File: src/rtl/flags_ctrl.sv
// flags_ctrl: sequences the matmul overflow/underflow flags register across one run.
// Optional FLAGS_CTRL_ACCUM_EN: each commit also merges the previously committed vector.
//
// state  | meaning
// IDLE   | waiting for start_i or clear_i
// RUN    | accumulating PE flag pulses, counting cycles
// COMMIT | one-cycle write of the accumulated vector
// CLEAR  | one-cycle write of zero
module flags_ctrl #(
    parameter int DATA_WIDTH     = 32,
    parameter int BUS_WIDTH      = 64,
    parameter int MAX_DIM        = BUS_WIDTH / DATA_WIDTH,
    parameter int TIMEOUT_CYCLES = 256,
    parameter int CNT_W          = 16
) (
    input  logic                           clk_i,
    input  logic                           rst_i,
    input  logic                           start_i,
    input  logic                           pe_valid_i,
    input  logic [MAX_DIM*MAX_DIM-1:0]     pe_flags_i,
    input  logic                           done_i,
    input  logic                           clear_i,
    output logic                           busy_o,
    output logic                           flags_we_o,
    output logic [MAX_DIM*MAX_DIM-1:0]     flags_wdata_o,
    output logic                           any_flag_o,
    output logic                           timeout_o,
    output logic [CNT_W-1:0]               run_cnt_o
);

    localparam int FLAG_W = MAX_DIM * MAX_DIM;
    localparam logic [CNT_W-1:0] TO_LAST = CNT_W'(TIMEOUT_CYCLES - 1);

    typedef enum logic [1:0] {IDLE, RUN, COMMIT, CLEAR} state_t;

    state_t             state_q, state_d;
    logic [FLAG_W-1:0]  acc_q, acc_nxt, wdata_q, commit_vec;
    logic [CNT_W-1:0]   run_cnt_q;
    logic               any_q, timeout_q;
    logic               hit_timeout;

    assign acc_nxt     = pe_valid_i ? (acc_q | pe_flags_i) : acc_q;
    assign hit_timeout = !done_i && (run_cnt_q == TO_LAST);

`ifdef FLAGS_CTRL_ACCUM_EN
    // wdata_q always holds the last written vector and CLEAR writes zero, so it is the shadow
    assign commit_vec = acc_nxt | wdata_q;
`else
    assign commit_vec = acc_nxt;
`endif

    always_ff @(posedge clk_i) begin
        if (rst_i) state_q <= IDLE;
        else       state_q <= state_d;
    end

    always_comb begin
        state_d = state_q;
        case (state_q)
            IDLE: begin
                if (clear_i)      state_d = CLEAR;
                else if (start_i) state_d = RUN;
            end
            RUN: begin
                if (done_i || run_cnt_q == TO_LAST) state_d = COMMIT;
            end
            COMMIT:  state_d = IDLE;
            CLEAR:   state_d = IDLE;
            default: state_d = IDLE;
        endcase
    end

    always_comb begin
        busy_o     = (state_q != IDLE);
        flags_we_o = (state_q == COMMIT) || (state_q == CLEAR);
    end

    // The counter holds on the timeout edge so it reads TIMEOUT_CYCLES-1 after a forced commit
    always_ff @(posedge clk_i) begin
        if (rst_i) begin
            acc_q     <= '0;
            run_cnt_q <= '0;
            wdata_q   <= '0;
            any_q     <= 1'b0;
            timeout_q <= 1'b0;
        end else begin
            case (state_q)
                IDLE: begin
                    if (clear_i) begin
                        wdata_q <= '0;
                    end else if (start_i) begin
                        acc_q     <= '0;
                        run_cnt_q <= '0;
                        timeout_q <= 1'b0;
                    end
                end
                RUN: begin
                    acc_q <= acc_nxt;
                    if (!hit_timeout && run_cnt_q != '1) run_cnt_q <= run_cnt_q + 1'b1;
                    if (done_i || hit_timeout) wdata_q <= commit_vec;
                    if (hit_timeout) timeout_q <= 1'b1;
                end
                COMMIT: begin
                    any_q <= |wdata_q;
                end
                CLEAR: begin
                    acc_q     <= '0;
                    any_q     <= 1'b0;
                    timeout_q <= 1'b0;
                end
                default: ;
            endcase
        end
    end

    assign flags_wdata_o = wdata_q;
    assign any_flag_o    = any_q;
    assign timeout_o     = timeout_q;
    assign run_cnt_o     = run_cnt_q;

endmodule

File: config.mk
export PLATFORM = sky130hd
export DESIGN_NAME = flags_ctrl
export DESIGN_NICKNAME = d
export VERILOG_FILES = /design/src/rtl/flags_ctrl.sv
export SDC_FILE = /design/constraint.sdc
export NUM_CORES = 1
export LEC_CHECK = 0
export CAP_MARGIN = 10
export CORE_MARGIN = 3
export CORE_UTILIZATION = 25
export CTS_BUF_LIST = sky130_fd_sc_hd__clkbuf_16
export CTS_CLUSTER_SIZE = 12
export DETAILED_ROUTE_END_ITERATION = 7
export HOLD_SLACK_MARGIN = 0.02
export PLACE_DENSITY = 0.43
export SETUP_SLACK_MARGIN = 0.2
export SLEW_MARGIN = 20
export SYNTH_ARGS = -nofsm -noshare
export SYNTH_HDL_FRONTEND = slang
export SYNTH_SLANG_ARGS = --single-unit
File: constraint.sdc
create_clock -name clk_i -period 2.4 [get_ports clk_i]
set_clock_uncertainty 0.15 [all_clocks]
set_input_delay 0.48 -clock clk_i [delete_from_list [all_inputs] [get_ports clk_i]]
set_output_delay 0.48 -clock clk_i [all_outputs]
set_load 0.03 [all_outputs]
---- Word-level counts from Yosys, hierarchy flattened ----
Cells that the tools add are included.
word-level totals
  output and inout bits ................... 24
  bits in registers ....................... 28
  memory bits (writable) .................. 0
  latch bits .............................. 0
  memories kept ........................... 0
  ROM bits ................................ 0
operators by class
  equal/unequal tests ..................... 13
  $mul .................................... 0
  reductions and logical operators ........ 19
  add/subtract/negate cells ............... 1
  shift-type cells ........................ 0
  div/mod/pow operators ................... 0
  bitwise gates (word level) .............. 1
  order comparisons ....................... 0
  muxes and demuxes ....................... 20
operators with widths
  operator                                        number
  two-way mux 16 bit                              3
  one-hot mux 16 bit (2 select lines)             1
  two-way mux 4 bit                               5
  adder 16 x 1 -> 16 bit, second input constant   1
  == test 16 x 8 -> 1 bit, second input constant  1
  != test 16 bit, second input constant           1
  != test 2 bit, second input constant            7
  one-hot mux 4 bit (3 select lines)              1
  one-hot mux 4 bit (2 select lines)              1
  AND reduction 4 bit                             2
  two-way mux 2 bit                               3
  one-hot mux 2 bit (3 select lines)              1
  AND reduction 3 bit                             2
  nonzero test 2 bit                              3
  == test 2 bit, second input constant            2
  bitwise OR 4 bit                                1
  OR reduction 4 bit                              1
  logical OR 1 bit                                3
  two-way mux 1 bit                               3
  != test 3 bit, second input constant            1
  one-hot mux 1 bit (3 select lines)              1
  nonzero test 3 bit                              1
  == test 2 x 1 -> 1 bit, second input constant   1
  logical AND 1 bit                               2
  5 further kinds                                 6

---- Longest topological paths before layout ----
Gate-level depths: netlist of the first run.
  word-level depth ........................ 6
  depth in mapped cells ................... 7

---- Worst setup path after synthesis of the first run ----
Ideal clock, no wire load.
  kind .................................... register to register
  start ................................... register run_cnt_q[0], in the netlist run_cnt_o[0]
  end ..................................... register run_cnt_q[9], in the netlist run_cnt_o[9]
  path slack .............................. 261 ps
  data arrival time ....................... 1900 ps
  cell stages (with the launch flop) ...... 7
  clock period less this slack ............ 2139 ps
  path buffers ............................ 0
  required time ........................... 2162 ps
  path through ............................ dfxtp_1 > ha_1 > and3_1 > nand3_1 > a211oi_4 > nor2_4 > a311oi_2
on the way
  cells in the longest elaborated chain, start to end .. 6
  elaborated cells between the ends (all ways) .. 10
  those cells by class .................... add/sub (1); eq/ne (3); mux (2); reduce/logical (4)
ends and longest elaborated chain
  what                                                            RTL line  text
  start, declared                                                 38        logic [CNT_W-1:0] run_cnt_q;
  start signal, assigned                                          99        if (!hit_timeout && run_cnt_q != '1) run_cnt_q <= run_cnt_q + 1'b1;
  branches (longest 6 deep; another with adder 16 x 1 -> 16 bit)  n/a
Parallel ways; which one is timed is not known. The select of a mux whose other input is x is not followed.
A chain may end at the register's enable or synchronous reset.

---- Worst setup path in the final report of the first run ----
  start ................................... register run_cnt_q[10], in the netlist run_cnt_o[10]
  end ..................................... output run_cnt_o[10]
RTL lines
  what           RTL line  text
  end, declared  28        output logic [CNT_W-1:0] run_cnt_o
No word-level cell between the ends.

==> results of run 1 <==
[layout by cell type (no fill, tap or decap), types with 2 or more instances in the layout]
cell                              Yosys  routed
sky130_fd_sc_hd__nor4_4               1       2
sky130_fd_sc_hd__o31ai_1              2       2
sky130_fd_sc_hd__o41ai_1              2       2
sky130_fd_sc_hd__nand4_1              2       2
sky130_fd_sc_hd__dfxtp_2              0       2
sky130_fd_sc_hd__mux2i_1              4       4
sky130_fd_sc_hd__buf_4                1      18
sky130_fd_sc_hd__a21o_1               2       2
sky130_fd_sc_hd__nor2_1              19      19
sky130_fd_sc_hd__and2_1               2       2
sky130_fd_sc_hd__and3_1               3       3
sky130_fd_sc_hd__o311ai_1             4       4
sky130_fd_sc_hd__clkdlybuf4s50_1      0      32
sky130_fd_sc_hd__dfxtp_1             28      26
sky130_fd_sc_hd__inv_1                4       4
sky130_fd_sc_hd__clkbuf_16            0       3
sky130_fd_sc_hd__nand2_1             19      19
sky130_fd_sc_hd__nand2b_1             4       4
sky130_fd_sc_hd__a41oi_1              3       3
sky130_fd_sc_hd__o21ai_1              2       2
sky130_fd_sc_hd__or3_1                2       2
sky130_fd_sc_hd__nand3_1             11      11
sky130_fd_sc_hd__a311oi_2             7       7
sky130_fd_sc_hd__o21ai_0              2       2
sky130_fd_sc_hd__a31oi_1              4       4
sky130_fd_sc_hd__a21oi_1             17      17
sky130_fd_sc_hd__or2_2                3       3
[per-layer routing]
metal / vias up / GRT usage [%] / routed length, um
met5: - / 0 / 0
met4: 0 / 4.09 / 36
met3: 2 / 1.47 / 100
met2: 25 / 21.2 / 2240
met1: 717 / 19.2 / 2350
li1: 760 / - / -
[per-stage QoR]
stage               cell area [sq um]  utilization, %  hold slack [ns]
floorplan                        1530               -            0.300
global route                     2130            37.3            0.358
detailed placement               2040            35.8            0.315
global placement                 2040            35.8            0.310
finish                           2130            37.3            0.322
CTS                              2120            37.1            0.324
[logic make-up (layout without fill, tap and decap cells)]
group | count (synthesis) | in the layout | synth area share, %
AO/OA/AOI/OAI | 53 | 53 | 28.2
XOR/XNOR | 1 | 1 | 0.572
adder cells (fa/ha/maj) | 1 | 1 | 0.817
buffers and inverters | 15 | 60 | 4.08
flip-flops | 28 | 28 | 36.6
multiplexers | 4 | 4 | 2.61
AND/OR/NAND/NOR | 76 | 76 | 27.1
[cell usage after synthesis (2+ instances only)]
| master | n |
|---|---|
| sky130_fd_sc_hd__mux2i_1 | 4 |
| sky130_fd_sc_hd__a21oi_1 | 17 |
| sky130_fd_sc_hd__nand2b_1 | 4 |
| sky130_fd_sc_hd__buf_2 | 2 |
| sky130_fd_sc_hd__o41ai_1 | 2 |
| sky130_fd_sc_hd__or3_1 | 2 |
| sky130_fd_sc_hd__a21o_1 | 2 |
| sky130_fd_sc_hd__and2_1 | 2 |
| sky130_fd_sc_hd__o21ai_0 | 2 |
| sky130_fd_sc_hd__and3_1 | 3 |
| sky130_fd_sc_hd__a311oi_2 | 7 |
| sky130_fd_sc_hd__dfxtp_1 | 28 |
| sky130_fd_sc_hd__nand4_1 | 2 |
| sky130_fd_sc_hd__or2_2 | 3 |
| sky130_fd_sc_hd__clkbuf_1 | 6 |
| sky130_fd_sc_hd__nand3_1 | 11 |
| sky130_fd_sc_hd__a31oi_1 | 4 |
| sky130_fd_sc_hd__o311ai_1 | 4 |
| sky130_fd_sc_hd__o21ai_1 | 2 |
| sky130_fd_sc_hd__inv_1 | 4 |
| sky130_fd_sc_hd__o31ai_1 | 2 |
| sky130_fd_sc_hd__nor2_1 | 19 |
| sky130_fd_sc_hd__a41oi_1 | 3 |
| sky130_fd_sc_hd__nand2_1 | 19 |
[power by group through the flow]
| stage | registers, mW | clock network (mW) | logic [mW] |
|---|---|---|---|
| global route | 0.488 | 0.427 | 0.208 |
| detailed placement | 0.497 | 0 | 0.194 |
| floorplan | 0.503 | 0 | 0.104 |
| finish | 0.486 | 0.394 | 0.191 |
| global placement | 0.496 | 0 | 0.194 |
| CTS | 0.486 | 0.405 | 0.193 |
[cell type report]
| cell class | instances | area [sq um] |
|---|---|---|
| inverters | 5 | 18.8 |
| clock inverters | 1 | 3.75 |
| flip-flops and latches | 28 | 563 |
| fillers | 593 | 3580 |
| well taps | 72 | 90.1 |
| repair buffers | 51 | 464 |
| multi-input cells | 135 | 917 |
| clock buffers | 3 | 75.1 |
[final timing paths]
check,startpoint,to,slack [ns]
worst max-delay path,run_cnt_o[10],run_cnt_o[10],0.26
worst min-delay path,flags_wdata_o[0],flags_wdata_o[0],0.32
worst max register to register,run_cnt_o[10],run_cnt_o[5],0.32
worst min register to register,flags_wdata_o[0],flags_wdata_o[0],0.32
[worst register-to-register path: stages (launching register included)]
cell,delay [ns]
sky130_fd_sc_hd__dfxtp_1,0.41
sky130_fd_sc_hd__nor4_4,0.38
sky130_fd_sc_hd__nand4b_2,0.21
sky130_fd_sc_hd__a211oi_4,0.42
sky130_fd_sc_hd__nor2_4,0.16
sky130_fd_sc_hd__a311oi_2,0.26
[flip-flops by register name, summed over array words and instances, names as in the netlist]
register	count
acc_q	4
state_q	2
run_cnt_o	16
any_flag_o	1
timeout_o	1
flags_wdata_o	4
==> out/results.tsv, run 1 <==
metric	value	unit
combinational power share	17.9	%
Routed WL per cell	16.0	um
internal power consumption	772	uW
standby leakage power	0.745	nW
setup repair after global routing missed its margin	false	
share of Yosys cell area claimed by the top area cell type	36.6	%
part of the Yosys area used for sequential elements	36.6	%
clock edge transition at the registers on the reported setup and hold paths	0.07	ns
TritonCTS clock tree	done	
sequential cell fraction of total power	45.3	%
global-route usage over all layers	13.4	%
DRT Wirelength	4730	um
overall die area	7100	sq um
length of the first detailed-routing pass in iterations	4	
buffers from clock root to sink, at most	2	
count of flip-flops with a built-in enable after synthesis	0	
Synth warnings	0	
post-route DRC violation count	0	
GRT overflow	0	
maximum level of the CTS H-tree	1	
number of slew-limit violations in the final report	0	
power spent charging and discharging nets	299	uW
wire length of the first global-routing pass	7780	um
Distinct cells, synth	48	
io pins	34	
fraction of layout cells with a size suffix above 1	18.4	%
number of routed nets with antenna violations	0	
min Tclk post-route	2.14	ns
classification of the worst setup path	reg -> out	
Max FO, Critical Path	6	
number of buffers and inverters on the critical path	1	
Post-CTS Repair Setup Buffers	0	
CTS buffer count	3	
prevailing post-synth register cell	sky130_fd_sc_hd__dfxtp_1	
count of placed standard cells in the final layout, fillers left out	295	
period utilisation layout	89.2	%
Critical-path top delay cell	sky130_fd_sc_hd__clkdlybuf4s50_1	
initial core utilization	26.8	%
Register-to-Register Path Depth	5	
number of cells produced by synthesis	178	
Post-Place Worst Slack	0.105	ns
DIE HEIGHT	84.3	um
Min-Delay Path Class	reg -> reg	
clock latency on the worst-skew pair	0.26	ns
maximum vdd ir drop	261	uV
standard-cell rows	27	
Final Power	1.07	mW
post-synthesis average cell area	8.60	sq um
Syn Std Cell Area	1530	sq um
CP Launch Type	register	
final worst setup slack	0.259	ns
Core Box Area	5710	sq um
CTS Sinks	28	
relative area change from synthesis to final layout	39.2	%
pin count of the biggest net entering global routing	24	
final weighted congestion in routability-driven placement	0.798	
share of total power consumed by net switching	27.9	%
post-cts sizing count	1	
proportion of synthesized flip-flops having asynchronous set or reset	0	%
logic depth of the worst setup path including buffers	1	
run status	finished, final reports clean	
hold_buf cts	0	
Hold Vio Cnt, Final	0	
setup violators final	0	
Via density	5.10	
kind of cell adding the most delay to the critical path	buffers and inverters	
Fmax	0.467	GHz
initial antenna violation count	0	
max-cap viol count	0	
delay contributed by the slowest stage of the critical path	0.74	ns
Hold Crit Depth	2	
arrival time at the worst endpoint	1.51	ns
Synth Net Count	189	
cell chosen for the clock root	sky130_fd_sc_hd__clkbuf_16	
final sum of negative setup slack	0	ns
number of port buffers	33	
drt initial violations	94	
Die X-Extent	84.3	um
post-synthesis sequential element count	28	
critical-path cell list	clkdlybuf4s50_1	
clock network power share	36.8	%
worst slew slack as a fraction of its limit	67.0	%
largest cells by area after synthesis	sky130_fd_sc_hd__dfxtp_1 (37%), sky130_fd_sc_hd__a311oi_2 (6.9%), sky130_fd_sc_hd__a21oi_1 (5.6%), sky130_fd_sc_hd__nand2_1 (4.7%), sky130_fd_sc_hd__nor2_1 (4.7%)	
total power per unit cell area	502	nW/um^2
measured slew at the worst slew-check pin	0.496	ns
CP Capture Type	output port	
total number of nets in the final design	235	
vias in the first global route	1549	
dpl hpwl	3480	um
count of vias placed by the detailed router	1504	
number of antenna repair diodes	0	
count of placed standard cells including taps	291	
CP Data Required Time	1.77	ns
area leader, netlist	sky130_fd_sc_hd__dfxtp_1	
Power figures use the tool's default switching activity.
==> run 2: changes to the inputs <==
Settings changed: CAP_MARGIN 10 to not set.
Clock period 2.4 ns to 2.8 ns, I/O delays scaled along.
==> run 2 against run 1 <==
Compared with the run above: die area did not move; sequential share of layout area rose by 0.93 points; setup slack improved by 0.22 ns; sequential power fell by 14%; clock-buffer cell count did not move; via count fell by 0.60%; routed wire length fell by 5.1%; final cell count fell by 4.4%; hold slack improved by 0.0023 ns; core utilization fell by 1.4 points; flip-flop and latch count did not move; critical path type unchanged; critical endpoint unchanged; largest cell class unchanged.
==> out/results.tsv, run 2 (synthesis results as in run 1) <==
metric	value	unit	change
run status	finished, final reports clean		
measured slew at the worst slew-check pin	0.624	ns	+0.128 ns
cell chosen for the clock root	sky130_fd_sc_hd__clkbuf_16		
most common library cell in the layout ignoring fill and taps	sky130_fd_sc_hd__clkdlybuf4s50_1		
number of slew-limit violations in the final report	0		unchanged
Hold Crit Depth	2		unchanged
kind of cell adding the most delay to the critical path	buffers and inverters		
post-cts sizing count	0		-1
classification of the worst setup path	reg -> out		
commonest cells after routing, fill and taps aside	sky130_fd_sc_hd__clkdlybuf4s50_1 (33), sky130_fd_sc_hd__dfxtp_1 (28), sky130_fd_sc_hd__nor2_1 (19), sky130_fd_sc_hd__nand2_1 (19), sky130_fd_sc_hd__a21oi_1 (17)		
length of the first detailed-routing pass in iterations	4		unchanged
Max FO, Critical Path	10		+4
Core Box Area	5710	sq um	unchanged
CTS Sinks	28		unchanged
Critical-path top delay cell	sky130_fd_sc_hd__clkdlybuf4s50_1		
endpoint of the worst hold-timing path	flags_wdata_o[3]		
Register-to-Register Path Depth	5		unchanged
clock latency on the worst-skew pair	0.27	ns	about the same
total power per unit cell area	487	nW/um^2	-3.1%
sequential cell fraction of total power	41.9	%	-3.4 points
pin count of the biggest net entering global routing	24		unchanged
initial antenna violation count	0		unchanged
endpoint of the most critical register-to-register path	run_cnt_o[9]		
Hold Vio Cnt, Final	0		unchanged
Post-Place Worst Slack	0.347	ns	+0.243 ns
number of buffers and inverters on the critical path	1		unchanged
fraction of layout cells with a size suffix above 1	12.9	%	-5.5 points
clock edge transition at the registers on the reported setup and hold paths	0.07	ns	about the same
CP Capture Type	output port		
TritonCTS clock tree	done		
Routed WL per cell	15.9	um	-0.68%
share of total power consumed by net switching	25.1	%	-2.8 points
worst slew slack as a fraction of its limit	58.3	%	-8.7 points
GRT overflow	0		unchanged
relative area change from synthesis to final layout	33.9	%	
clock network power share	42.8	%	+6.0 points
R2R Setup Slk	0.52	ns	+0.20 ns
Die X-Extent	84.3	um	unchanged
drt initial violations	127		+35%
vias in the first global route	1488		-3.9%
delay contributed by the slowest stage of the critical path	0.76	ns	+0.02 ns
buffers from clock root to sink, at most	2		unchanged
DRT Wirelength	4490	um	-5.1%
critical-path cell list	clkdlybuf4s50_1		
Min-Delay Path Class	reg -> reg		
flip-flop count of the largest register, all copies and words added	16		unchanged
hold_buf cts	0		unchanged
standard-cell rows	27		unchanged
total number of nets in the final design	222		-5.5%
reg-to-reg critical path startpoint	run_cnt_o[8]		
final sum of negative setup slack	0	ns	unchanged
io pins	34		unchanged
number of antenna repair diodes	0		unchanged
dpl hpwl	3290	um	-5.5%
post-route DRC violation count	0		unchanged
Fmax	0.430	GHz	
power spent charging and discharging nets	250	uW	-16%
arrival time at the worst endpoint	1.62	ns	+0.11 ns
maximum vdd ir drop	221	uV	-15%
internal power consumption	747	uW	-3.2%
final worst setup slack	0.474	ns	+0.216 ns
maximum level of the CTS H-tree	1		unchanged
DIE HEIGHT	84.3	um	unchanged
max-cap viol count	0		unchanged
min Tclk post-route	2.33	ns	
overall die area	7100	sq um	unchanged
count of vias placed by the detailed router	1495		-0.60%
Post-CTS Repair Setup Buffers	0		unchanged
setup violators final	0		unchanged
standby leakage power	0.682	nW	-8.5%
wire length of the first global-routing pass	7510	um	-3.4%
number of routed nets with antenna violations	0		unchanged
initial core utilization	26.8	%	unchanged
CTS buffer count	3		unchanged
setup repair after global routing missed its margin	false		
global-route usage over all layers	12.9	%	-0.54 points
CP Data Required Time	2.09	ns	+0.32 ns
Final Core Density	35.9	%	-1.4 points
Via density	5.30		+4.0%
HP Start	flags_wdata_o[3]		
CP Launch Type	register		
combinational power share	15.3	%	-2.6 points
period utilisation layout	83.1	%	
number of port buffers	33		unchanged
final weighted congestion in routability-driven placement	0.741		-7.2%
run 2: worst max path at each step:
stage,start,to,cells past startpoint
2_1_floorplan,run_cnt_o[0],run_cnt_o[9],6
3_3_place_gp,done_i,run_cnt_o[6],5
3_5_place_dp,done_i,run_cnt_o[15],5
4_1_cts,run_cnt_o[10],run_cnt_o[10],1
5_1_grt,run_cnt_o[0],run_cnt_o[15],6
6_report,run_cnt_o[10],run_cnt_o[10],1
run 2: area by class of cell:
cell class                      count  area, sq um
Sequential cell                    28          561
Inverter                            5         18.8
Timing Repair Buffer               38          368
Clock buffer                        3         75.1
Clock inverter                      1         30.0
Tap cell                           72         90.1
Multi-Input combinational cell    135          908
Fill cell                         607         3660
run 2: metal layers:
layer | wire, um | part of all wire (%) | track usage [%]
met2 | 2190 | 49 | 21.3
met1 | 2090 | 47 | 17.4
met3 | 159 | 3.5 | 1.96
met4 | 48 | 1.1 | 3.80
met5 | 0 | 0 | 0
run 2: metrics by stage:
stage	area, sq um	hold slack, ns	total power [mW]	std cells
after global routing	2050	0.351	1.04	282
after global placement	1950	0.310	0.580	278
final	2050	0.324	0.998	282
after detailed placement	1950	0.310	0.581	278
after CTS	2050	0.328	1.02	282
after floorplan	1530	0.300	0.520	178
run 2: power groups by stage:
| stage | registers (mW) | clock network [mW] | logic [mW] |
|---|---|---|---|
| final | 0.418 | 0.427 | 0.153 |
| after floorplan | 0.431 | 0 | 0.0895 |
| after global routing | 0.420 | 0.454 | 0.167 |
| after CTS | 0.418 | 0.444 | 0.155 |
| after global placement | 0.428 | 0 | 0.152 |
| after detailed placement | 0.427 | 0 | 0.154 |
==> edit: new RTL, settings of run 1 <==
Register the output `flags_wdata_o` once more; this adds one clock of latency there. The other outputs are not delayed to match.
--- a/src/rtl/flags_ctrl.sv
+++ b/src/rtl/flags_ctrl.sv
@@ -113,7 +113,9 @@
         end
     end
 
-    assign flags_wdata_o = wdata_q;
+    always_ff @(posedge clk_i) begin
+        flags_wdata_o <= wdata_q;
+    end
     assign any_flag_o    = any_q;
     assign timeout_o     = timeout_q;
     assign run_cnt_o     = run_cnt_q;
Behaviour: not the same (Yosys sat finds a counterexample within 4 cycles, from zero or initial values and one cycle with rst_i high).
==> edit against run 1 <==
Total power is 26% higher. Sequential cell count is 4 higher. Critical path depth is 5 higher. Die area is 1.6% higher. Highest routed layer unchanged. Clock power is 54% higher. Hold slack worse by 0.10 ns. Worst setup slack worse by 0.17 ns. Sequential power is 14% higher. Final area is 7.7% higher. Utilization is 0.98 points higher. Routed wire length is 0.19% higher. Area after synthesis is 1.7% higher. Combinational power hardly changed.
==> edit: results (changes against run 1) <==
[layout]
layout-drive-gt1-share_pct = 24.4  ; +6.0 points
fill_cells = 624  ; +5.2%
finalNetCount = 252  ; +7.2%

[setup_path]
end_kind = flip-flop
crit_family = simple AND/OR/NAND/NOR gates
cp_slowest_cell = or4_4
critPathArrivalTime_ns = 2.34  ; +0.83 ns
r2r_cells = 6  ; +1
cpPeakStageDelay_ns = 0.54  ; -0.20 ns
reg2reg_to = run_cnt_o[11]$_SDFFE_PP0P_
path_max_fanout = 4  ; -2
r2r_slack_ns = 0.09  ; -0.23 ns

[global_routing]
grt_pass1_wl_um = 8110  ; +4.3%
grt_start_max_net_pins = 21  ; -13%
global_route.usage.met2_pct = 19.2  ; -1.9 points
grt_use_total_pct = 14.2  ; +0.72 points
use_met3_pct = 3.11  ; +1.6 points
met1_usage_pct = 21.8  ; +2.6 points
grt_pass1_vias = 1547  ; -0.13%

[drt]
vias = 1620  ; +7.7%
drt-met1-wl_um = 2400  ; +2.1%
vias_per_cell = 5.11  ; +0.24%
wl_um = 4740  ; +0.19%
drt_iter0_markers = 142  ; +51%
route.met3.wl_um = 303  ; +200%
dr_wl_met2_um = 1960  ; -12%

[cts]
cts_buffers = 5  ; +2
htree_levels = 2  ; +1

[worst_hold_path]
holdCritStartpoint = wdata_q[1]$_SDFFE_PP0P_
min_to = flags_wdata_o[1]$_DFF_P_
holdPathStages = 0  ; -2

[timing]
whs_ns = 0.219  ; -0.103 ns
worst_pin_slew_ns = 0.551  ; +0.0553 ns

[synthesis]
postSynthAreaPerCell_um2 = 8.47  ; -1.6%
synth_nets = 195  ; +3.2%
synth_area_leaders = dfxtp_1 41%, a21oi_1 6.4%, nor2_1 5.8%, nand2_1 3.6%, o21ai_0 3.5%
yosysUniqueCellTypes = 42  ; -13%
synth_common_cells = 32 x dfxtp_1, 24 x nor2_1, 20 x a21oi_1
ys_seq_area_share_pct = 41.1  ; +4.5 points

[pwr]
ir_worst_vdd_mv = 0.390  ; +49%
power.density_nw_per_um2 = 588  ; +17%
total_power_mw = 1.35  ; +26%
leakage_nw = 0.827  ; +11%

[place]
place_inst = 307  ; +5.5%
place_congestion = 0.757  ; -5.1%
place_area_um2 = 2120  ; +3.6%
pre_cts_ws_ns = -0.107  ; -0.212 ns
hpwl_um = 3530  ; +1.4%

[outcome]
status = complete, no violations

## edit: kinds of logic (layout without fill, tap and decap cells)
group,Yosys count,after routing,synth area share (%)
fa+ha+maj,1,1,0.803
buf+inv,13,71,5.14
simple gates,75,75,24.7
compound gates,63,63,28.3
flops,32,32,41.1
## edit: final cells by class
cell class,instances,share of cell area [%]
Clock inverter,3,0.817
Inverter,3,0.490
Timing Repair Buffer,60,23.2
Clock buffer,5,5.45
Multi-Input combinational cell,139,37.5
Tap cell,75,4.09
Sequential cell,32,28.4
## edit: timing repair
action                     CTS  global route
setup buffers                1             1
gates resized for setup      6             2
setup endpoints to repair   17            20
hold buffers                 0             0
pin swaps                    4             0
## edit: report_power, final
part | internal [mW] | total, mW | switching (mW) | leakage (nW)
Combinational | 0.0755 | 0.191 | 0.116 | 0.490
Clock | 0.381 | 0.605 | 0.224 | 0.0736
Sequential | 0.544 | 0.554 | 0.0102 | 0.263
